## src/rtl/muldiv_unit.sv

```systemverilog
// Multi-cycle MULT/MULTU/DIV/DIVU engine for the E stage. The instruction is held in E until the
// {HI,LO} result is ready, and the result then stays valid while an external stall persists.
module muldiv_unit #(
  parameter int MUL_LAT = 3
) (
  input  logic        clk,
  input  logic        rst,
  input  logic        startE,
  input  logic [1:0]  opE,
  input  logic [31:0] srcaE,
  input  logic [31:0] srcbE,
  input  logic        extStall,
  input  logic        cancelE,
  output logic        busyE,
  output logic        resultValidE,
  output logic [63:0] hiloE,
  output logic [1:0]  dbg_state
);

  typedef enum logic [1:0] {
    S_IDLE = 2'd0,
    S_RUN  = 2'd1,
    S_DONE = 2'd2
  } state_t;

  localparam logic [5:0] MUL_LAST = 6'(MUL_LAT - 1);
  localparam logic [5:0] DIV_LAST = 6'd31;

  state_t      r_state;
  logic [1:0]  r_op;
  logic [31:0] r_a;
  logic [31:0] r_b;
  logic [31:0] r_dvs;
  logic [63:0] r_rem;
  logic [5:0]  r_cnt;
  logic [63:0] r_hilo;

  logic        w_start;
  logic        w_in_signed;
  logic [31:0] w_in_mag_a;
  logic [31:0] w_in_mag_b;
  logic        w_is_div;
  logic        w_signed;
  logic [63:0] w_a_ext;
  logic [63:0] w_b_ext;
  logic [63:0] w_prod;
  logic [32:0] w_up;
  logic        w_ge;
  logic [31:0] w_sub;
  logic [63:0] w_rem_next;
  logic [31:0] w_quo_fin;
  logic [31:0] w_rmd_fin;
  logic        w_div_zero;
  logic        w_last;

  // Handshake: busyE asks the hazard unit to stall the whole pipe; the instruction may leave E
  // only in a cycle where resultValidE=1 and extStall=0. cancelE overrides both immediately.
  assign w_start     = (r_state == S_IDLE) && startE && !cancelE;
  assign w_in_signed = !opE[0];
  assign w_in_mag_a  = (w_in_signed && srcaE[31]) ? (32'd0 - srcaE) : srcaE;
  assign w_in_mag_b  = (w_in_signed && srcbE[31]) ? (32'd0 - srcbE) : srcbE;

  assign w_is_div = r_op[1];
  assign w_signed = !r_op[0];
  assign w_a_ext  = {{32{w_signed & r_a[31]}}, r_a};
  assign w_b_ext  = {{32{w_signed & r_b[31]}}, r_b};
  assign w_prod   = w_a_ext * w_b_ext;

  // One restoring step: upper 33 bits of the shifted remainder against the divisor magnitude.
  assign w_up       = r_rem[63:31];
  assign w_ge       = (w_up >= {1'b0, r_dvs});
  assign w_sub      = w_up[31:0] - r_dvs;
  assign w_rem_next = w_ge ? {w_sub, r_rem[30:0], 1'b1} : {r_rem[62:0], 1'b0};

  assign w_quo_fin = (w_signed && (r_a[31] ^ r_b[31])) ? (32'd0 - w_rem_next[31:0])
                                                       : w_rem_next[31:0];
  assign w_rmd_fin = (w_signed && r_a[31]) ? (32'd0 - w_rem_next[63:32]) : w_rem_next[63:32];

  assign w_div_zero = (r_b == 32'd0);
  assign w_last     = w_is_div ? (w_div_zero || (r_cnt == DIV_LAST)) : (r_cnt == MUL_LAST);

  always_comb begin
    busyE        = w_start || ((r_state == S_RUN) && !cancelE);
    resultValidE = (r_state == S_DONE) && !cancelE;
    hiloE        = r_hilo;
    dbg_state    = r_state;
  end

  always_ff @(posedge clk) begin
    if (rst) begin
      r_state <= S_IDLE;
      r_op    <= 2'd0;
      r_a     <= 32'd0;
      r_b     <= 32'd0;
      r_dvs   <= 32'd0;
      r_rem   <= 64'd0;
      r_cnt   <= 6'd0;
      r_hilo  <= 64'd0;
    end else begin
      case (r_state)
        S_IDLE: begin
          if (w_start) begin
            r_op    <= opE;
            r_a     <= srcaE;
            r_b     <= srcbE;
            r_dvs   <= w_in_mag_b;
            r_rem   <= {32'd0, w_in_mag_a};
            r_cnt   <= 6'd0;
            r_state <= S_RUN;
          end
        end
        S_RUN: begin
          if (cancelE) begin
            r_state <= S_IDLE;
          end else begin
            r_rem <= w_rem_next;
            r_cnt <= r_cnt + 6'd1;
            if (w_last) begin
              r_state <= S_DONE;
              if (!w_is_div)      r_hilo <= w_prod;
              else if (w_div_zero) r_hilo <= {r_a, 32'hFFFF_FFFF};
              else                 r_hilo <= {w_rmd_fin, w_quo_fin};
            end
          end
        end
        S_DONE: begin
          // startE is still high for the same instruction here, so it must not restart.
          if (cancelE || !extStall) r_state <= S_IDLE;
        end
        default: r_state <= S_IDLE;
      endcase
    end
  end

endmodule

```

## config.mk

```make
export PLATFORM = sky130hd
export DESIGN_NAME = muldiv_unit
export DESIGN_NICKNAME = d
export VERILOG_FILES = /design/src/rtl/muldiv_unit.sv
export SDC_FILE = /design/constraint.sdc
export NUM_CORES = 2
export LEC_CHECK = 0
export CAP_MARGIN = 40
export CORE_ASPECT_RATIO = 1.4
export CORE_MARGIN = 2
export CORE_UTILIZATION = 40
export DETAILED_ROUTE_END_ITERATION = 8
export PLACE_DENSITY = 0.65
export SYNTH_ARGS = -nofsm -noshare
export SYNTH_HDL_FRONTEND = slang
export SYNTH_SLANG_ARGS = --single-unit
```

## constraint.sdc

```tcl
create_clock -name clk -period 12.5 [get_ports clk]
set_clock_uncertainty 0.2 [all_clocks]
set_input_delay 2.5 -clock clk [delete_from_list [all_inputs] [get_ports clk]]
set_output_delay 2.5 -clock clk [all_outputs]
set_load 0.005 [all_outputs]
```

==> impl_results.md <==
- Status: finished clean
- Hold EP: hiloE[25]
- Maximum capacitance violations: 0
- Sw Ratio: 43.2%
- Hold Crit Start: hiloE[25]
- Leakage: 25.9 nW
- Flop pwr share: 27.6%
- I/O Buffers: 138
- Final worst path period need: 9.52 ns
- Comb power frac: 45.6%
- Worst vdd ir: 0.0000925 V
- Via count of the routed design: 42,800
- Num CTS Buffers: 24
- Ant diodes: 0
- NetSw: 1.25 mW
- Arrival time worst endpoint: 9.76 ns
- Post-place setup slack: 3.08 ns
- Clock root buffer: clkbuf_16
- Syn nets: 7,671
- Int Pwr: 1.64 mW
- Share of layout cells above drive strength 1: 3.15%
- Fin crit share: 76.1%
- Final setup vio count: 0
- Slowest-stage cell, CP: fa_1
- Initial Util: 40.3%
- Clock share of power: 26.8%
- Slew HR: 40.4%
- PwrDens: 51.2 nW/um^2
- Core Region: 131,000 sq um
- Max Clk Rate: 0.105 GHz
- Largest net degree at the start of global routing: 87
- Hold Path Class: register to register
- Total GRT Usage: 24.7%
- Worst Hold Depth: 2
- Clk pin slew, worst setup/hold paths: 0.07 ns
- Ys async rst share: 0%
- Netlist cell types: 88
- CTS resizes: 0
- Crit path launch: r_op[0]
- Clk sinks: 233
- Critical path data required time: 12.75 ns
- Final hold slack: 0.252 ns
- Register area share after synthesis: 8.84%
- Die Wd: 311 um
- Starting DRC count in detailed routing: 2,910
- Dpl cells: 7,793
- CP Launch Type: register
- Top_reg_cell synth: dfxtp_1
- Initial antenna violation count: 2
- Post-Layout Cell Count: 7,836
- Worst slew pin tran: 0.890 ns
- Num ports: 139
- Crit path capture type: register
- Layout area overhead: 6.88%
- R2R Path Start: r_op[0]
- Hold_buf cts: 0
- Detailed-route DRC error count: 0
- Drt total wl: 165,000 um
- Slew Viols, Final: 0
- Rows: 157
- CTS tree: built
- Final nets: 7,518
- Post-CTS Setup Inserts: 0
- Met2 Routed Length: 85,200 um
- TNS Setup: 0 ns
- Hpwl dp: 130,000 um
- Fill count: 13,000
- Final WS setup: 2.98 ns
- Skew-Pair Late Insertion Delay: 0.56 ns
- Critical path's largest stage delay: 0.86 ns
- Seq cells post-synth: 233
- Maximum buffer depth of the clock tree: 3
- Global-route wire length before repair: 259,000 um
- First-pass iteration count of the detailed router: 6
- RSZ-0062 raised after global routing: false
- Leading area contributor after synthesis: fa_1
- Top cells by count, synth: 1,177 x inv_1, 1,126 x fa_1, 1,027 x nand2_1
- H-Tree Depth: 1
- Die height: 434 um
- R2R depth: 30
- Cell mode on critical path: fa_1
- Routability cong.: 0.968
- CP Class: register to register
- Total number of yosys warnings: 0
- Met1 Wirelength: 60,200 um
- EDFF count, synth: 0
- Cells after Synth: 6,223
- Top routing layer used: met5
- FF-to-FF End: hiloE[61]
- Most common cell in the netlist: inv_1
- DR WL met3: 8800 um
- Final Hold Fails: 0
- Mean Syn Cell Area: 8.48 sq um
- Wirelength per Cell: 21.0 um
- Crit-path max FO: 36
- Synth top area cells: fa_1 43%, dfxtp_1 8.8%, inv_1 8.4%
- Synthesized area: 52,700 sq um
- Vias in the first global route: 45,300
- Die ar.: 135,000 sq um
- Vias per inst: 5.46
- Yosys top cell area share: 42.7%
- Antenna-violating nets left: 0
- Gr ovfl total: 0
- R2r setup slk: 2.98 ns
routing by layer:
metal	track usage, %	vias up
met5	0	-
met4	13.5	2
met3	2.21	493
met2	45.4	1614
met1	28.3	21900
li1	-	18700
flip-flops by register name (all words and copies together), names as in the netlist:
signal     count
r_a           32
dbg_state      2
r_cnt          6
hiloE         64
r_op           2
r_rem         64
r_dvs         31
r_b           32
how the worst max path moves through the flow:
stage,depth (start not counted),end,slack [ns]
2_1_floorplan,32,hiloE[58],3.46
3_3_place_gp,26,hiloE[38],2.98
3_5_place_dp,30,hiloE[61],3.08
4_1_cts,30,hiloE[61],3.04
5_1_grt,30,hiloE[61],2.42
6_report,30,hiloE[61],2.98
metrics by stage:
step / area, sq um / total power [mW] / utilization [%]
2_1_floorplan: 52700 / 1.67 / -
3_3_place_gp: 55400 / 2.10 / 42.4
3_5_place_dp: 55500 / 2.11 / 42.5
4_1_cts: 56400 / 2.89 / 43.1
5_1_grt: 56400 / 3.04 / 43.1
6_report: 56400 / 2.89 / 43.1
layout make-up:
cell class	instances	area, sq um	area share [%]
clock buffers	30	663	1.18
well taps	1749	2190	3.88
repair buffers	236	2180	3.87
flip-flops and latches	233	4670	8.28
inverters	1179	4430	7.85
clock inverters	13	158	0.280
multi-input cells	4396	42100	74.7
layout by cell type (no fill, tap or decap), types with 34 or more instances in the layout:
cell                n
buf_4              92
dfxtp_1           232
inv_1            1177
nor2_1            317
a21o_1             38
o21ai_0            93
o211ai_1           34
a211oi_1           75
a21oi_1           294
and2_1            365
xnor2_1           124
clkdlybuf4s50_1   137
nand2_1          1027
o221ai_1           37
ha_1              251
nor3_1             57
fa_1             1126
xor2_1             74
nand3_1            36
cell families (layout without fill, tap and decap cells):
group           count (synthesis)  in the layout  share of synthesized area [%]
compound gates                791            791                           9.90
xor+xnor                      198            198                           3.29
fa+ha+maj                    1377           1377                           48.7
buf+inv                      1594           1458                           11.4
flops                         233            233                           8.84
mux                            26             26                          0.503
simple gates                 2004           2004                           17.3
worst max-delay path, delay by kind of cell, from the launching register on:
kind / cells / cell delay, ns
compound gates: 6 / 0.99
fa+ha+maj: 9 / 4.66
buf+inv: 8 / 1.54
flops: 1 / 0.42
simple gates: 7 / 1.56
power by group through the flow:
stage | Clock [mW] | Combinational [mW] | Sequential [mW]
global route | 0.803 | 1.43 | 0.801
floorplan | 0 | 0.867 | 0.800
finish | 0.773 | 1.32 | 0.798
global placement | 0 | 1.29 | 0.813
detailed placement | 0 | 1.30 | 0.814
CTS | 0.778 | 1.31 | 0.797
No activity file was read; power rests on OpenSTA's default activity.
